File: config.mk
export PLATFORM = sky130hd
export DESIGN_NAME = core_fifo_sync_ctrl
export DESIGN_NICKNAME = d
export VERILOG_FILES = /design/src/rtl/core_fifo_sync_ctrl.sv
export SDC_FILE = /design/constraint.sdc
export NUM_CORES = 1
export LEC_CHECK = 0
export BUFFER_PORTS_ARGS = -buffer_cell sky130_fd_sc_hd__buf_4
export CAP_MARGIN = 20
export CORE_MARGIN = 5
export CORE_UTILIZATION = 35
export DETAILED_ROUTE_END_ITERATION = 8
export PLACE_DENSITY_LB_ADDON = 0.25
export REMOVE_ABC_BUFFERS = 1
export SKIP_CTS_REPAIR_TIMING = 1
export SYNTH_ARGS = -nofsm -noshare
export SYNTH_HDL_FRONTEND = slang
export SYNTH_SLANG_ARGS = --single-unit
export TNS_END_PERCENT = 20
File: constraint.sdc
create_clock -name clk -period 2.8 [get_ports clk]
set_input_delay 0.42 -clock clk [delete_from_list [all_inputs] [get_ports clk]]
set_output_delay 0.42 -clock clk [all_outputs]
set_load 0.02 [all_outputs]
File: src/rtl/core_fifo_sync_ctrl.sv
// core_fifo_sync_ctrl: synchronous FIFO pointer/flag controller driving an external 1-cycle-latency RAM
module core_fifo_sync_ctrl #(
  parameter int ADDR_WIDTH = 4,
  parameter int AFULL_VAL  = 12,
  parameter int AEMPTY_VAL = 4
) (
  input  logic                  clk,
  input  logic                  reset,
  input  logic                  we,
  input  logic                  re,
  output logic                  mem_we,
  output logic [ADDR_WIDTH-1:0] waddr,
  output logic [ADDR_WIDTH-1:0] raddr,
  output logic                  rvalid,
  output logic                  full,
  output logic                  empty,
  output logic                  afull,
  output logic                  aempty,
  output logic                  overflow,
  output logic                  underflow,
  output logic [ADDR_WIDTH:0]   wcount
);
  localparam int CW = ADDR_WIDTH + 1;
  localparam logic [CW-1:0] DEPTH = CW'(1) << ADDR_WIDTH;
  localparam logic [CW-1:0] AF_T = CW'(AFULL_VAL);
  localparam logic [CW-1:0] AE_T = CW'(AEMPTY_VAL);
  logic [CW-1:0] wptr_q, wptr_d, rptr_q, rptr_d, count_q, count_d;
  logic full_q, full_d, empty_q, empty_d, afull_q, afull_d, aempty_q, aempty_d;
  logic ovf_q, ovf_d, unf_q, unf_d, rvalid_q, rvalid_d;
  logic wr_acc, rd_acc;
  always_comb begin
    wr_acc   = we & ~full_q;
    rd_acc   = re & ~empty_q;
    wptr_d   = wptr_q + CW'(wr_acc);
    rptr_d   = rptr_q + CW'(rd_acc);
    // extra pointer bit makes the modular difference the exact occupancy 0..D
    count_d  = wptr_d - rptr_d;
    full_d   = count_d == DEPTH;
    empty_d  = count_d == '0;
    afull_d  = count_d >= AF_T;
    aempty_d = count_d <= AE_T;
    ovf_d    = we & full_q;
    unf_d    = re & empty_q;
    rvalid_d = rd_acc;
  end
  always_ff @(posedge clk or posedge reset) begin
    if (reset) begin
      wptr_q   <= '0;
      rptr_q   <= '0;
      count_q  <= '0;
      full_q   <= 1'b0;
      empty_q  <= 1'b1;
      afull_q  <= 1'b0;
      aempty_q <= 1'b1;
      ovf_q    <= 1'b0;
      unf_q    <= 1'b0;
      rvalid_q <= 1'b0;
    end else begin
      wptr_q   <= wptr_d;
      rptr_q   <= rptr_d;
      count_q  <= count_d;
      full_q   <= full_d;
      empty_q  <= empty_d;
      afull_q  <= afull_d;
      aempty_q <= aempty_d;
      ovf_q    <= ovf_d;
      unf_q    <= unf_d;
      rvalid_q <= rvalid_d;
    end
  end
  assign mem_we    = we & ~full_q & ~reset;
  assign waddr     = wptr_q[ADDR_WIDTH-1:0];
  assign raddr     = rptr_q[ADDR_WIDTH-1:0];
  assign wcount    = count_q;
  assign full      = full_q;
  assign empty     = empty_q;
  assign afull     = afull_q;
  assign aempty    = aempty_q;
  assign overflow  = ovf_q;
  assign underflow = unf_q;
  assign rvalid    = rvalid_q;
endmodule
==> parameters.txt, run 1 <==
Parameter                              Value

Status
  Status    completed

Timing
  Smallest hold slack    0.265 ns
  Period Utilization, post-route    96.9%
  Min setup slack post-route    0.0870 ns
  Post-route setup TNS    0 ns
  Setup-failing EPs final    0
  Maximum frequency from static timing analysis    0.369 GHz
  Setup repair after global routing missed its margin    true
  Worst slew pin tran    0.810 ns
  Setup Skew    0.00235 ns
  Fin crit period    2.71 ns
  Max-slew violations    0
  Max-slew headroom    45.9%
  Final Hold Viols    0

Floorplanning
  Ports placed on the boundary    25
  Die boundary height    66.2 µm
  Core region area    3050 µm²
  Area enclosed by the die boundary    4390 µm²
  Chip width    66.2 µm
  Number of placement rows    20
  Effective utilization at floorplan    36.3%

Synthesis
  Netlist Area Pre-Place    1110 µm²
  YS warnings    0
  Post-synth ARST share    100%
  FF+latch count, synth    22
  Cell count after synthesis    91
  Most used flip-flop cell after synthesis    dfrtp_1
  Mean cell area of the mapped netlist    12.2 µm²
  Most instantiated library cell after synthesis    dfrtp_1
  Proportion of netlist area held by the largest area contributor    45.2%
  Number of distinct standard cells referenced by the synthesized netlist    32
  Share of the yosys chip area belonging to registers    49.9%
  Post-synthesis cell type with the largest combined area    dfrtp_1
  Synth top area cells    dfrtp_1, xnor2_1, buf_4
  EDFF count, synth    0
  Post-synth top cells    dfrtp_1, inv_1, xnor2_1

Critical path
  Arrival time worst endpoint    2.97 ns
  Worst Path Class, Setup    reg -> reg
  End of the worst register-to-register path    full$_DFF_PP0_
  Worst setup path startpoint    empty$_DFF_PP1_
  Sort of element at the end of the critical path    flip-flop
  Worst setup SP type    flip-flop
  Count of cells along the worst register-to-register path    8
  WP data required    3.06 ns
  Peak fanout along the critical path    5
  Register-to-register setup slack    0.09 ns
  Capture point of the critical path    full$_DFF_PP0_
  Reg2Reg Launch Point    empty$_DFF_PP1_

GRT
  Pin count of the biggest net entering global routing    23
  Antenna violations before repair    0
  Number of global-route vias before repair    694
  GRT Util Overall    10.2%
  First-pass GRT wire length    3350 µm
  Grt total ovfl    0

Clock tree
  Max Buffers Root-to-Sink    2
  Root buf cell    clkbuf_4
  Clock net sink count    22
  H-tree depth reported by CTS    1
  Number of buffers created by CTS    3
  Clock-pin slew reported for the worst setup and hold paths after clock tree synthesis    0.12 ns
  TritonCTS clock tree    done
  Worst-skew pair later-pin latency    0.31 ns

Detailed routing
  Detailed-routing iteration count for the pre-antenna-repair pass    4
  Number of violations reported at the end of detailed-routing iteration 0    19
  Drc violations    0
  Total via count in the routed design    674
  Antenna violation net count after detailed routing    0
  Final wirelength    1890 µm
  Post-DR wirelength/cell    12.1 µm
  Drt via density    4.32

Place
  Placer Congestion    0.773
  Port-buffer cells    24
  Post-detailed-placement half-perimeter wirelength    1430 µm
  Cell count after placement    152
  Minimum setup slack after placement    0.0580 ns

Flow run
  Number of max-cap violations    0

Final layout
  Post-layout instance count excluding filler cells    156
  Count of antenna diodes in the layout    0
  Layout cell share with drive strength beyond 1    42.9%
  Final net count    121
  Area added between synthesis and finish    22.8%

Min path
  Min-delay worst type    in -> async
==> logic make-up after synthesis <==
logic type               after synthesis  synth area share (%)
flip-flops                            22                  49.9
AND/OR/NAND/NOR                       21                  12.0
buffers and inverters                 18                  9.49
XOR/XNOR                              16                  14.0
AO/OA/AOI/OAI                          7                  7.23
adder cells (fa/ha/maj)                6                  6.44
multiplexers                           1                 0.904
==> placed cells by master (no fill, tap or decap), drive strengths merged, types with 2 or more instances in the layout <==
cell / Yosys / final
clkbuf: 0 / 3
nor2: 3 / 3
nand3: 3 / 3
nand2b: 2 / 2
xnor2: 11 / 11
dfrtp: 20 / 20
ha: 4 / 4
inv: 9 / 9
dfstp: 2 / 2
maj3: 2 / 2
buf: 9 / 26
and2: 3 / 3
nand2: 3 / 3
xor2: 5 / 5
==> per-layer routing <==
layer / GRT usage (%) / vias up / share of wire [%]
met5: 0 / - / 0
li1: - / 329 / -
met3: 4.42 / 2 / 7.9
met1: 13.1 / 320 / 46
met4: 3.05 / 0 / 0.90
met2: 15.4 / 23 / 45
==> final cells by class <==
type | count | area, µm²
fill | 308 | 1690
sequential | 22 | 553
multi-input combinational | 51 | 470
timing repair buffer | 26 | 195
tap | 44 | 55.1
inverter | 9 | 33.8
clock inverter | 1 | 30.0
clock buffer | 3 | 22.5
==> worst min path at each step <==
stage                     endpoint  depth (start not counted)                 from
2_1_floorplan      afull$_DFF_PP0_                          1                reset
3_3_place_gp   rptr_q[4]$_DFF_PP0_                          2  rptr_q[4]$_DFF_PP0_
3_5_place_dp   wptr_q[4]$_DFF_PP0_                          2  wptr_q[4]$_DFF_PP0_
4_1_cts        wptr_q[0]$_DFF_PP0_                          2                reset
5_1_grt        underflow$_DFF_PP0_                          2                   re
6_report       wptr_q[0]$_DFF_PP0_                          2                reset
==> registers in the layout, indices dropped and copies added (netlist names) <==
signal	count
aempty	1
afull	1
empty	1
full	1
overflow	1
rptr_q	5
rvalid	1
underflow	1
wcount	5
wptr_q	5
==> through the flow <==
stage          instance area (µm²)  util [%]
4_1_cts                       1340      43.9
3_3_place_gp                  1290      42.1
5_1_grt                       1360      44.5
6_report                      1360      44.5
2_1_floorplan                 1040         -
3_5_place_dp                  1290      42.1
==> critical path: stages, from the launching register on <==
cell and delay [ns]:
dfstp_2 0.57, and3b_2 0.25, ha_1 0.29, xnor2_1 0.15
ha_1 0.20, or2_4 0.26, maj3_2 0.33, a31oi_2 0.35
and4b_2 0.27
Power of run 1 is left out: the tool's default activity adds up to more than one toggle a clock period on the data nets, which glitch-free logic cannot reach.
==> run 2: changes to the inputs <==
==> constraint.sdc (replaced) <==
create_clock -name clk -period 2.54 [get_ports clk]
set_input_delay 0.381 -clock clk [delete_from_list [all_inputs] [get_ports clk]]
set_output_delay 0.381 -clock clk [all_outputs]
set_load 0.02 [all_outputs]
==> run 2 against run 1 <==
Against the previous run:
- the run now ends with negative setup slack left
- via count rose by 1.2%
- register-to-register slack got worse by 0.11 ns
- flip-flop and latch count did not move
- sequential share of layout area fell by 1.5 points
- cell area rose by 3.9%
- critical path type unchanged
- highest routed layer unchanged
==> parameters.txt, run 2 (synthesized netlist as in run 1, its figures left out) <==
Parameter                              Value

Critical path
  Peak fanout along the critical path    5 (unchanged)
  Cells along the critical path    and2b_2, xor2_2, ha_1, inv_1, ha_1, or2_4, maj3_2, o22a_4, a2111oi_4 (was and3b_2, ha_1, xnor2_1, ha_1, or2_4, maj3_2, a31oi_2, and4b_2)
  End of the worst register-to-register path    empty$_DFF_PP1_ (was full$_DFF_PP0_)
  Register-to-register setup slack    -0.02 ns (was 0.09 ns)
  Count of cells along the worst register-to-register path    9 (was 8)
  Most frequent CP cell    ha_1 (unchanged)
  WP data required    2.74 ns (was 3.06 ns)
  Arrival time worst endpoint    2.76 ns (was 2.97 ns)
  Sort of element at the end of the critical path    flip-flop (unchanged)
  Slowest Stage Delay on Critical Path    0.56 ns (was 0.57 ns)
  Reg2Reg Launch Point    empty$_DFF_PP1_ (unchanged)
  Worst setup SP type    flip-flop (unchanged)
  Worst Path Class, Setup    reg -> reg (unchanged)
  Cell at the slowest stage of the critical path    dfstp_2 (unchanged)

Detailed routing
  Detailed-routing iteration count for the pre-antenna-repair pass    4 (unchanged)
  Antenna violation net count after detailed routing    0 (unchanged)
  Post-DR wirelength/cell    11.5 µm (was 12.1 µm)
  Final wirelength    1860 µm (was 1890 µm)
  Drc violations    0 (unchanged)
  Drt via density    4.24 (was 4.32)
  Number of violations reported at the end of detailed-routing iteration 0    11 (was 19)
  Total via count in the routed design    682 (was 674)

GRT
  Grt total ovfl    0 (unchanged)
  Number of global-route vias before repair    720 (was 694)
  First-pass GRT wire length    3210 µm (was 3350 µm)
  GRT Util Overall    9.28% (was 10.2%)
  Antenna violations before repair    0 (unchanged)
  Pin count of the biggest net entering global routing    23 (unchanged)

Status
  Violated checks    negative setup slack
  Status    finished, violations left (was completed)

Clock tree
  Root buf cell    clkbuf_4 (unchanged)
  H-tree depth reported by CTS    1 (unchanged)
  Worst-skew pair later-pin latency    0.30 ns (was 0.31 ns)
  Clock-pin slew reported for the worst setup and hold paths after clock tree synthesis    0.12 ns (about the same)
  Clock net sink count    22 (unchanged)
  Number of buffers created by CTS    3 (unchanged)
  TritonCTS clock tree    done (unchanged)
  Max Buffers Root-to-Sink    2 (unchanged)

Floorplanning
  Effective utilization at floorplan    36.3% (unchanged)
  Chip width    66.2 µm (unchanged)
  Core region area    3050 µm² (unchanged)
  Area enclosed by the die boundary    4390 µm² (unchanged)
  Number of placement rows    20 (unchanged)
  Ports placed on the boundary    25 (unchanged)
  Die boundary height    66.2 µm (unchanged)

Final layout
  Filler Cells Inserted    311 (was 308)
  Count of antenna diodes in the layout    0 (unchanged)
  Layout cell share with drive strength beyond 1    47.0% (was 42.9%)
  Post-layout instance count excluding filler cells    161 (was 156)
  Commonest non-fill, non-tap cell in the layout    buf_4 (unchanged)
  Area added between synthesis and finish    27.6% (was 22.8%)
  Final net count    126 (was 121)
  Post-route standard cell area excluding fillers    1410 µm² (was 1360 µm²)
  Commonest cells after routing, fill and taps aside    buf_4, dfrtp_1, inv_1 (was buf_4, dfrtp_1, inv_1, xnor2_1)

Flow run
  Number of max-cap violations    0 (unchanged)

Place
  Post-detailed-placement half-perimeter wirelength    1430 µm (about the same)
  Port-buffer cells    24 (unchanged)
  Placer Congestion    0.761 (was 0.773)
  Post-detailed-placement cell area    1320 µm² (was 1290 µm²)
  Cell count after placement    157 (was 152)

Timing
  Setup-failing EPs final    1 (was 0)
  Worst slew pin tran    0.809 ns (was 0.810 ns)
  Final Hold Viols    0 (unchanged)
  Period Utilization, post-route    101% (was 96.9%)
  Setup repair after global routing missed its margin    true (unchanged)
  Min setup slack post-route    -0.0209 ns (was 0.0870 ns)
  Maximum frequency from static timing analysis    0.390 GHz (was 0.369 GHz)
  Fin crit period    2.56 ns (was 2.71 ns)
  Max-slew headroom    46.0% (was 45.9%)
  Setup Skew    0.00421 ns (was 0.00235 ns)
  Max-slew violations    0 (unchanged)

Min path
  Min-delay worst type    in -> async (unchanged)
[run 2: metrics by stage]
stage / setup WS, ns / TNS (ns) / hold slack, ns / utilization, %
floorplan: -0.0800 / -0.181 / 0.369 / -
global placement: -0.0621 / -0.103 / 0.496 / 43.4
detailed placement: -0.0397 / -0.0652 / 0.500 / 43.4
CTS: -0.0846 / -0.200 / 0.264 / 44.2
global route: -0.118 / -0.239 / 0.296 / 46.3
finish: -0.0209 / -0.0209 / 0.238 / 46.3
[run 2: worst max path at each step]
stage / startpoint / end / slack [ns] / cells after the start
after floorplan: empty$_DFF_PP1_ / empty$_DFF_PP1_ / -0.08 / 8
after global placement: empty$_DFF_PP1_ / aempty$_DFF_PP1_ / -0.06 / 8
after detailed placement: empty$_DFF_PP1_ / empty$_DFF_PP1_ / -0.04 / 9
after CTS: empty$_DFF_PP1_ / empty$_DFF_PP1_ / -0.08 / 8
after global routing: empty$_DFF_PP1_ / empty$_DFF_PP1_ / -0.12 / 9
final: empty$_DFF_PP1_ / empty$_DFF_PP1_ / -0.02 / 9
[run 2: cell type report]
class	count	area (µm²)	area share (%)
Sequential cell	22	553	39.1
Multi-Input combinational cell	51	512	36.2
Timing Repair Buffer	31	233	16.5
Tap cell	44	55.1	3.90
Inverter	9	33.8	2.39
Clock buffer	4	26.3	1.86
[run 2: layer usage]
metal,routed length (µm),up-vias,track usage [%]
met5,0,-,0
met4,11,0,3.05
met3,117,2,2.38
met2,825,19,14.7
met1,900,319,12.2
li1,-,342,-
[run 2: worst max-delay path: cells and delay by family, from the launching register on]
| kind | cells | cell delay [ns] |
|---|---|---|
| simple gates | 2 | 0.49 |
| xor+xnor | 1 | 0.16 |
| flops | 1 | 0.56 |
| fa+ha+maj | 3 | 0.69 |
| compound gates | 2 | 0.52 |
| buf+inv | 1 | 0.05 |
Power of run 2 is left out for the same reason.
